**src/rtl/vga_timing_gen.sv**
```systemverilog
// vga_timing_gen: parametrised VGA raster timing generator.
// Runs a display raster (hc, vc) and a request raster (rhc, rvc) that sits
// LOOKAHEAD pixel ticks ahead of it. Both advance only on EN pixel ticks.
// All outputs are registered decodes of the counter state, one CLK behind it.
// Ports:
//   CLK, RST         clock, asynchronous active-high reset
//   EN               pixel tick enable
//   VGA_HS, VGA_VS   syncs, active level HS_POL / VS_POL
//   VGA_BLANK        1 = visible pixel
//   VGA_SYNC         sync-on-green, tied low
//   X, Y             visible display coordinate (0 outside visible area)
//   REQ, REQ_X/Y     look-ahead pixel request and its coordinate
//   LINE_START       one-CLK strobe after each horizontal wrap
//   FRAME_START      one-CLK strobe after each frame wrap
module vga_timing_gen #(
    parameter int unsigned H_DISP    = 640,
    parameter int unsigned H_FP      = 16,
    parameter int unsigned H_PULSE   = 96,
    parameter int unsigned H_BP      = 48,
    parameter int unsigned V_DISP    = 480,
    parameter int unsigned V_FP      = 10,
    parameter int unsigned V_PULSE   = 2,
    parameter int unsigned V_BP      = 33,
    parameter int unsigned HS_POL    = 0,
    parameter int unsigned VS_POL    = 0,
    parameter int unsigned LOOKAHEAD = 2,
    localparam int unsigned H_TOTAL  = H_DISP + H_FP + H_PULSE + H_BP,
    localparam int unsigned V_TOTAL  = V_DISP + V_FP + V_PULSE + V_BP,
    localparam int unsigned HW       = $clog2(H_TOTAL),
    localparam int unsigned VW       = $clog2(V_TOTAL)
) (
    input  logic          CLK,
    input  logic          RST,
    input  logic          EN,
    output logic          VGA_HS,
    output logic          VGA_VS,
    output logic          VGA_BLANK,
    output logic          VGA_SYNC,
    output logic [HW-1:0] X,
    output logic [VW-1:0] Y,
    output logic          REQ,
    output logic [HW-1:0] REQ_X,
    output logic [VW-1:0] REQ_Y,
    output logic          LINE_START,
    output logic          FRAME_START
);

    localparam int unsigned HS_START = H_DISP + H_FP;
    localparam int unsigned HS_END   = H_DISP + H_FP + H_PULSE;
    localparam int unsigned VS_START = V_DISP + V_FP;
    localparam int unsigned VS_END   = V_DISP + V_FP + V_PULSE;

    localparam logic [HW-1:0] H_LAST  = HW'(H_TOTAL - 1);
    localparam logic [VW-1:0] V_LAST  = VW'(V_TOTAL - 1);
    localparam logic [HW-1:0] RH_INIT = HW'(LOOKAHEAD);
    localparam logic          HS_ACT  = 1'(HS_POL);
    localparam logic          VS_ACT  = 1'(VS_POL);

    // Reject degenerate timings at elaboration
    if (H_DISP == 0 || H_PULSE == 0 || V_DISP == 0 || V_PULSE == 0) begin : g_bad_timing
        $error("vga_timing_gen: DISP and PULSE parameters must be non-zero");
    end
    if (LOOKAHEAD >= H_TOTAL) begin : g_bad_lookahead
        $error("vga_timing_gen: LOOKAHEAD must be less than H_TOTAL");
    end

    logic [HW-1:0] hc, rhc;
    logic [VW-1:0] vc, rvc;
    logic          h_wrap, v_wrap, rh_wrap, rv_wrap;
    logic          line_wrap_q, frame_wrap_q;
    logic          hs_act, vs_act, vis, rvis;

    assign VGA_SYNC = 1'b0;

    // Wrap and window decodes of the current counter state
    always_comb begin
        h_wrap  = (hc == H_LAST);
        v_wrap  = (vc == V_LAST);
        rh_wrap = (rhc == H_LAST);
        rv_wrap = (rvc == V_LAST);
        hs_act  = (32'(hc) >= HS_START) && (32'(hc) < HS_END);
        vs_act  = (32'(vc) >= VS_START) && (32'(vc) < VS_END);
        vis     = (32'(hc) < H_DISP) && (32'(vc) < V_DISP);
        rvis    = (32'(rhc) < H_DISP) && (32'(rvc) < V_DISP);
    end

    // Display and request rasters; each pair wraps on its own
    always_ff @(posedge CLK or posedge RST) begin
        if (RST) begin
            hc  <= '0;
            vc  <= '0;
            rhc <= RH_INIT;
            rvc <= '0;
        end else if (EN) begin
            hc  <= h_wrap ? '0 : hc + HW'(1);
            rhc <= rh_wrap ? '0 : rhc + HW'(1);
            if (h_wrap) begin
                vc <= v_wrap ? '0 : vc + VW'(1);
            end
            if (rh_wrap) begin
                rvc <= rv_wrap ? '0 : rvc + VW'(1);
            end
        end
    end

    // Wrap flags are delayed one CLK so the strobes line up with the
    // registered decode of the wrapped counter state
    always_ff @(posedge CLK or posedge RST) begin
        if (RST) begin
            line_wrap_q  <= 1'b0;
            frame_wrap_q <= 1'b0;
        end else begin
            line_wrap_q  <= EN && h_wrap;
            frame_wrap_q <= EN && h_wrap && v_wrap;
        end
    end

    // Registered output stage
    always_ff @(posedge CLK or posedge RST) begin
        if (RST) begin
            VGA_HS      <= ~HS_ACT;
            VGA_VS      <= ~VS_ACT;
            VGA_BLANK   <= 1'b0;
            X           <= '0;
            Y           <= '0;
            REQ         <= 1'b0;
            REQ_X       <= '0;
            REQ_Y       <= '0;
            LINE_START  <= 1'b0;
            FRAME_START <= 1'b0;
        end else begin
            VGA_HS      <= hs_act ? HS_ACT : ~HS_ACT;
            VGA_VS      <= vs_act ? VS_ACT : ~VS_ACT;
            VGA_BLANK   <= vis;
            X           <= vis ? hc : '0;
            Y           <= vis ? vc : '0;
            REQ         <= rvis;
            REQ_X       <= rvis ? rhc : '0;
            REQ_Y       <= rvis ? rvc : '0;
            LINE_START  <= line_wrap_q;
            FRAME_START <= frame_wrap_q;
        end
    end

endmodule

```
**config.mk**
```make
export PLATFORM = sky130hd
export DESIGN_NAME = vga_timing_gen
export DESIGN_NICKNAME = d
export VERILOG_FILES = /design/src/rtl/vga_timing_gen.sv
export SDC_FILE = /design/constraint.sdc
export NUM_CORES = 1
export LEC_CHECK = 0
export CORE_MARGIN = 2
export CORE_UTILIZATION = 54
export CTS_CLUSTER_SIZE = 24
export DETAILED_ROUTE_END_ITERATION = 10
export HOLD_SLACK_MARGIN = 0.02
export PLACE_DENSITY = 0.79
export SETUP_SLACK_MARGIN = 0.02
export SYNTH_ARGS = -nofsm -noshare
export SYNTH_HDL_FRONTEND = slang
export SYNTH_SLANG_ARGS = --single-unit
```
**constraint.sdc**
```tcl
create_clock -name CLK -period 3.2 [get_ports CLK]
set_clock_uncertainty 0.1 [all_clocks]
set_input_delay 0.64 -clock CLK [delete_from_list [all_inputs] [get_ports CLK]]
set_output_delay 0.64 -clock CLK [all_outputs]
set_load 0.02 [all_outputs]
```
# After elaboration in Yosys (flattened, before gate mapping)
# Index checks and enable logic that the tools add are counted.
# word_totals
romBits	0
input_bits	3
latch_bits	0
elab_cells	50
memories	0
ff_bits	88
output_inout_bits	47
mem_bits_rw	0
# classes
n_bitwise	0
order_cmp	8
n_div	0
mul	0
n_addsub	4
n_shift	0
n_mux	10
n_reduce_logical	8
n_eq_ne	4
# ops
cell	n
$mux W10	8
$add A10 B1 Y10 const B	4
$eq A10 B10 Y1 const B	4
$lt A10 B10 Y1 const B	3
$lt A10 B9 Y1 const B	3
$ge A10 B10 Y1 const B	1
$ge A10 B9 Y1 const B	1
$logic_and A1 B1 Y1	6
$reduce_and A2 Y1	2
$mux W1	2

# Depth between registers and ports, before layout
# depth
ltp_word	3
mapped_depth	7
depth_no_buf	6

# Least setup slack after synthesis
# OpenSTA, ideal clock, no wires.
# synth_path
path_kind	register to register
startpoint	register rhc[1]
endpoint	register rvc[6]
t_required_ps	2977
arrival_time_ps	1535
setup_time_ps	123
path_buffers	2
setup_slack_ps	1441
synth_period_minus_slack_ps	1759
stages_incl_launch_ff	8
path_cell_list	dfstp_2 -> ha_1 -> and4_1 -> buf_4 -> and3_4 -> buf_6 -> nand4_1 -> xnor2_1
# synth_between
elab_chain_cells	2
# synth_rtl
element	line_no	text
from (decl)	67	logic [HW-1:0] hc, rhc;
from (signal assigned)	96	rhc <= rh_wrap ? '0 : rhc + HW'(1);
$eq A10 B10 Y1	79	rh_wrap = (rhc == H_LAST);
$reduce_and A2 Y1 (no line)	--	
to (signal assigned)	101	rvc <= rv_wrap ? '0 : rvc + VW'(1);
to (decl)	68	logic [VW-1:0] vc, rvc;
# No other way between the ends.
# A chain may end at the register's enable or synchronous reset.

# Final worst setup path
# layout_path
startpoint	register VGA_HS
endpoint	output port VGA_HS
# layout_rtl
element	line_no	text
from (decl)	35	output logic VGA_HS,
from (signal assigned)	121	VGA_HS <= ~HS_ACT;
from (signal assigned)	132	VGA_HS <= hs_act ? HS_ACT : ~HS_ACT;
# No word-level cell between the ends.

==> results.yml <==
placement:
  post-dp-hpwl_um: 4460
  post-place-cells: 427
  io_buffers: 48
  routabilityCongestion: 0.875
setup_path:
  cp_slowest_stage_delay_ns: 0.59
  timing.reg2reg.setup_slack_ns: 1.25
  worstPathRequired_ns: 2.46
  critical_path.top_delay_family: "buffers and inverters"
  path_buf_inv: 1
  r2r-end: "rvc[8]"
  worstSetupEndpointType: "output pin"
  reg2reg_from: "rhc[1]"
  ff2ff_path_depth: 5
  startpoint_type: "flip-flop"
  worstPathCellList: "clkdlybuf4s50_1"
  worst-path-max-fanout: 1
  startpoint: "VGA_HS"
  worstPathArrival_ns: 1.46
  cp.depth: 1
  crit_type: "flip-flop to output pin"
  slowest_stage: "clkdlybuf4s50_1"
route:
  routed_wl_um: 6720
  routedWlPerCell_um: 15.2
  dr.first_iter.drc_count: 178
  antenna_left: 0
  remaining_drc_errors: 0
  drt-pass1-iter-count: 4
  num_vias: 2447
  viasPerCell: 5.54
synth:
  synth_seq_cells: 88
  seq_area_frac_synth: 0.591
  postSynthAreaPerCell_um2: 12.1
  synthArstFlopShare: 1.00
  yosysWarningCount: 0
  synthFlopType: "dfrtp_1"
  netlist_area_um2: 3730
  synth_area_leader_cell: "dfrtp_1"
  synth_top_area_frac: 0.570
  postSynthCellCount: 309
  ys_types: 47
  synth_area_leaders: "dfrtp_1, xnor2_1, and2_1, nand4_1, ha_1"
  synth_edf_count: 0
global_routing:
  grt_max_degree: 48
  antenna_found_initial: 0
  grt_pass1_wl_um: 11600
  grt_pass1_vias: 2374
  grt_usage: 0.198
  grt_overflow: 0
timing:
  clock.fmax_ghz: 0.455
  fin_crit_sh: 0.686
  rsz0062_at_grt: "no"
  relSlewSlack: 0.517
  setup_tns_ns: 0
  finalSetupViolCount: 0
  tightest_slew_ns: 0.723
  hold_viol_final: 0
  min_period_ns: 2.20
  finalMaxSlewViolations: 0
outcome:
  status: "finished clean"
clocking:
  ctsResizeCount: 0
  cts_hold_buf: 0
  clk_transition_reported_paths_ns: 0.08
  cts_buffer_depth: 2
  clock-sinks: 88
  cts_root_buf: "clkbuf_8"
  clock_insertion_delay_worst_skew_ns: 0.35
  cts_tree: "built"
  cts_buffers: 9
  cts_setup_buffers: 0
  cts.htree.levels: 3
floorplanning:
  row_count: 30
  core_area_um2: 6760
  die_x_um: 87.2
  start_util: 0.553
  ios: 50
  die_h_um: 87.2
  dieArea_um2: 7600
job:
  drv_cap: 0
worst_hold_path:
  hold_path.class: "flip-flop to flip-flop"
  min_to: "FRAME_START"
  whs_path_depth: 0
  min_from: "frame_wrap_q"
layout:
  area_growth_pct: 17.4
  fin_cells: 442
  antennaDiodeCount: 0
  nets: 369
  fillers: 524
  drive_above_1_share: 0.0939
power:
  ir_worst_vdd_mv: 0.386
  power-per-cell-area_nw_per_um2: 629
  p_leak_nw: 1.96
## cells in the final DEF, fill, tap and decap left out, types with 6 or more instances in the layout
cell / n
and2_1: 25
and2_2: 6
and3_1: 10
clkbuf_8: 9
clkdlybuf4s50_1: 48
dfrtp_1: 85
ha_1: 8
inv_1: 9
nand2_1: 9
nand3_1: 13
nand4_1: 17
nor2_1: 16
nor4_1: 11
o21ai_0: 10
xnor2_1: 20
xor2_1: 6
## Yosys cell counts, types with 3 or more instances
cell type  count
dfrtp_1       85
and2_1        25
xnor2_1       20
nand4_1       17
nor2_1        16
nand3_1       13
nor4_1        11
and3_1        10
inv_1         10
o21ai_0       10
nand2_1        9
ha_1           8
buf_6          7
and2_2         6
xor2_1         6
buf_2          4
nor3_1         4
a21oi_1        3
and4_1         3
buf_4          3
dfstp_2        3
nor4b_1        3
o21a_1         3
## final cells by class
cell class              instances  area [um2]  share of cell area
multi-input cells             198        1370               0.313
inverters                      11        42.5             0.00970
repair buffers                 50         508               0.116
flip-flops and latches         88        2210               0.503
well taps                      80         100              0.0228
clock inverters                 3        20.0             0.00456
clock buffers                  12         135              0.0308
## cells by family after synthesis
kind of cell,after synthesis,synth area share
adder cells (fa/ha/maj),8,0.0268
AO/OA/AOI/OAI,20,0.0312
buffers and inverters,25,0.0436
multiplexers,4,0.0114
flip-flops,88,0.591
XOR/XNOR,26,0.0610
other,1,0.00100
AND/OR/NAND/NOR,137,0.235
## through the flow
step	power, W	instance area [um2]	hold slack [ns]	utilization	worst slack (ns)
after floorplan	0.00187	3740	0.231	-	0.186
after global placement	0.00212	4230	0.235	0.626	0.726
after detailed placement	0.00214	4230	0.239	0.626	0.659
after CTS	0.00278	4390	0.257	0.649	0.989
after global routing	0.00292	4390	0.271	0.649	0.940
final	0.00276	4390	0.254	0.649	1.00
## layer usage
| layer | track usage | share of wire | vias up |
|---|---|---|---|
| li1 | - | - | 1170 |
| met1 | 0.296 | 0.49 | 1187 |
| met2 | 0.281 | 0.44 | 79 |
| met3 | 0.0332 | 0.049 | 11 |
| met4 | 0.0993 | 0.020 | 0 |
| met5 | 0 | 0 | - |
## state kept, by name, indices dropped and copies added, names as in the netlist
signal        cells
LINE_START        1
REQ_Y            10
rhc              10
REQ               1
FRAME_START       1
line_wrap_q       1
X                10
frame_wrap_q      1
hc               10
VGA_VS            1
REQ_X            10
VGA_BLANK         1
rvc              10
vc               10
VGA_HS            1
Y                10
## worst max path at each step
| stage | slack [ns] | to |
|---|---|---|
| finish | 1.00 | VGA_HS |
| CTS | 0.99 | VGA_HS |
| floorplan | 0.19 | FRAME_START |
| global placement | 0.73 | rvc[7] |
| global route | 0.94 | rvc[8] |
| detailed placement | 0.66 | rvc[8] |
## report_power, final
part           leakage, nW  switching (W)  internal [W]
clock network       0.0725       0.000357      0.000277
logic                0.778       0.000336      0.000326
registers             1.11       0.000169       0.00129
total                 1.96       0.000862       0.00190
No activity file was read; power rests on OpenSTA's default activity.
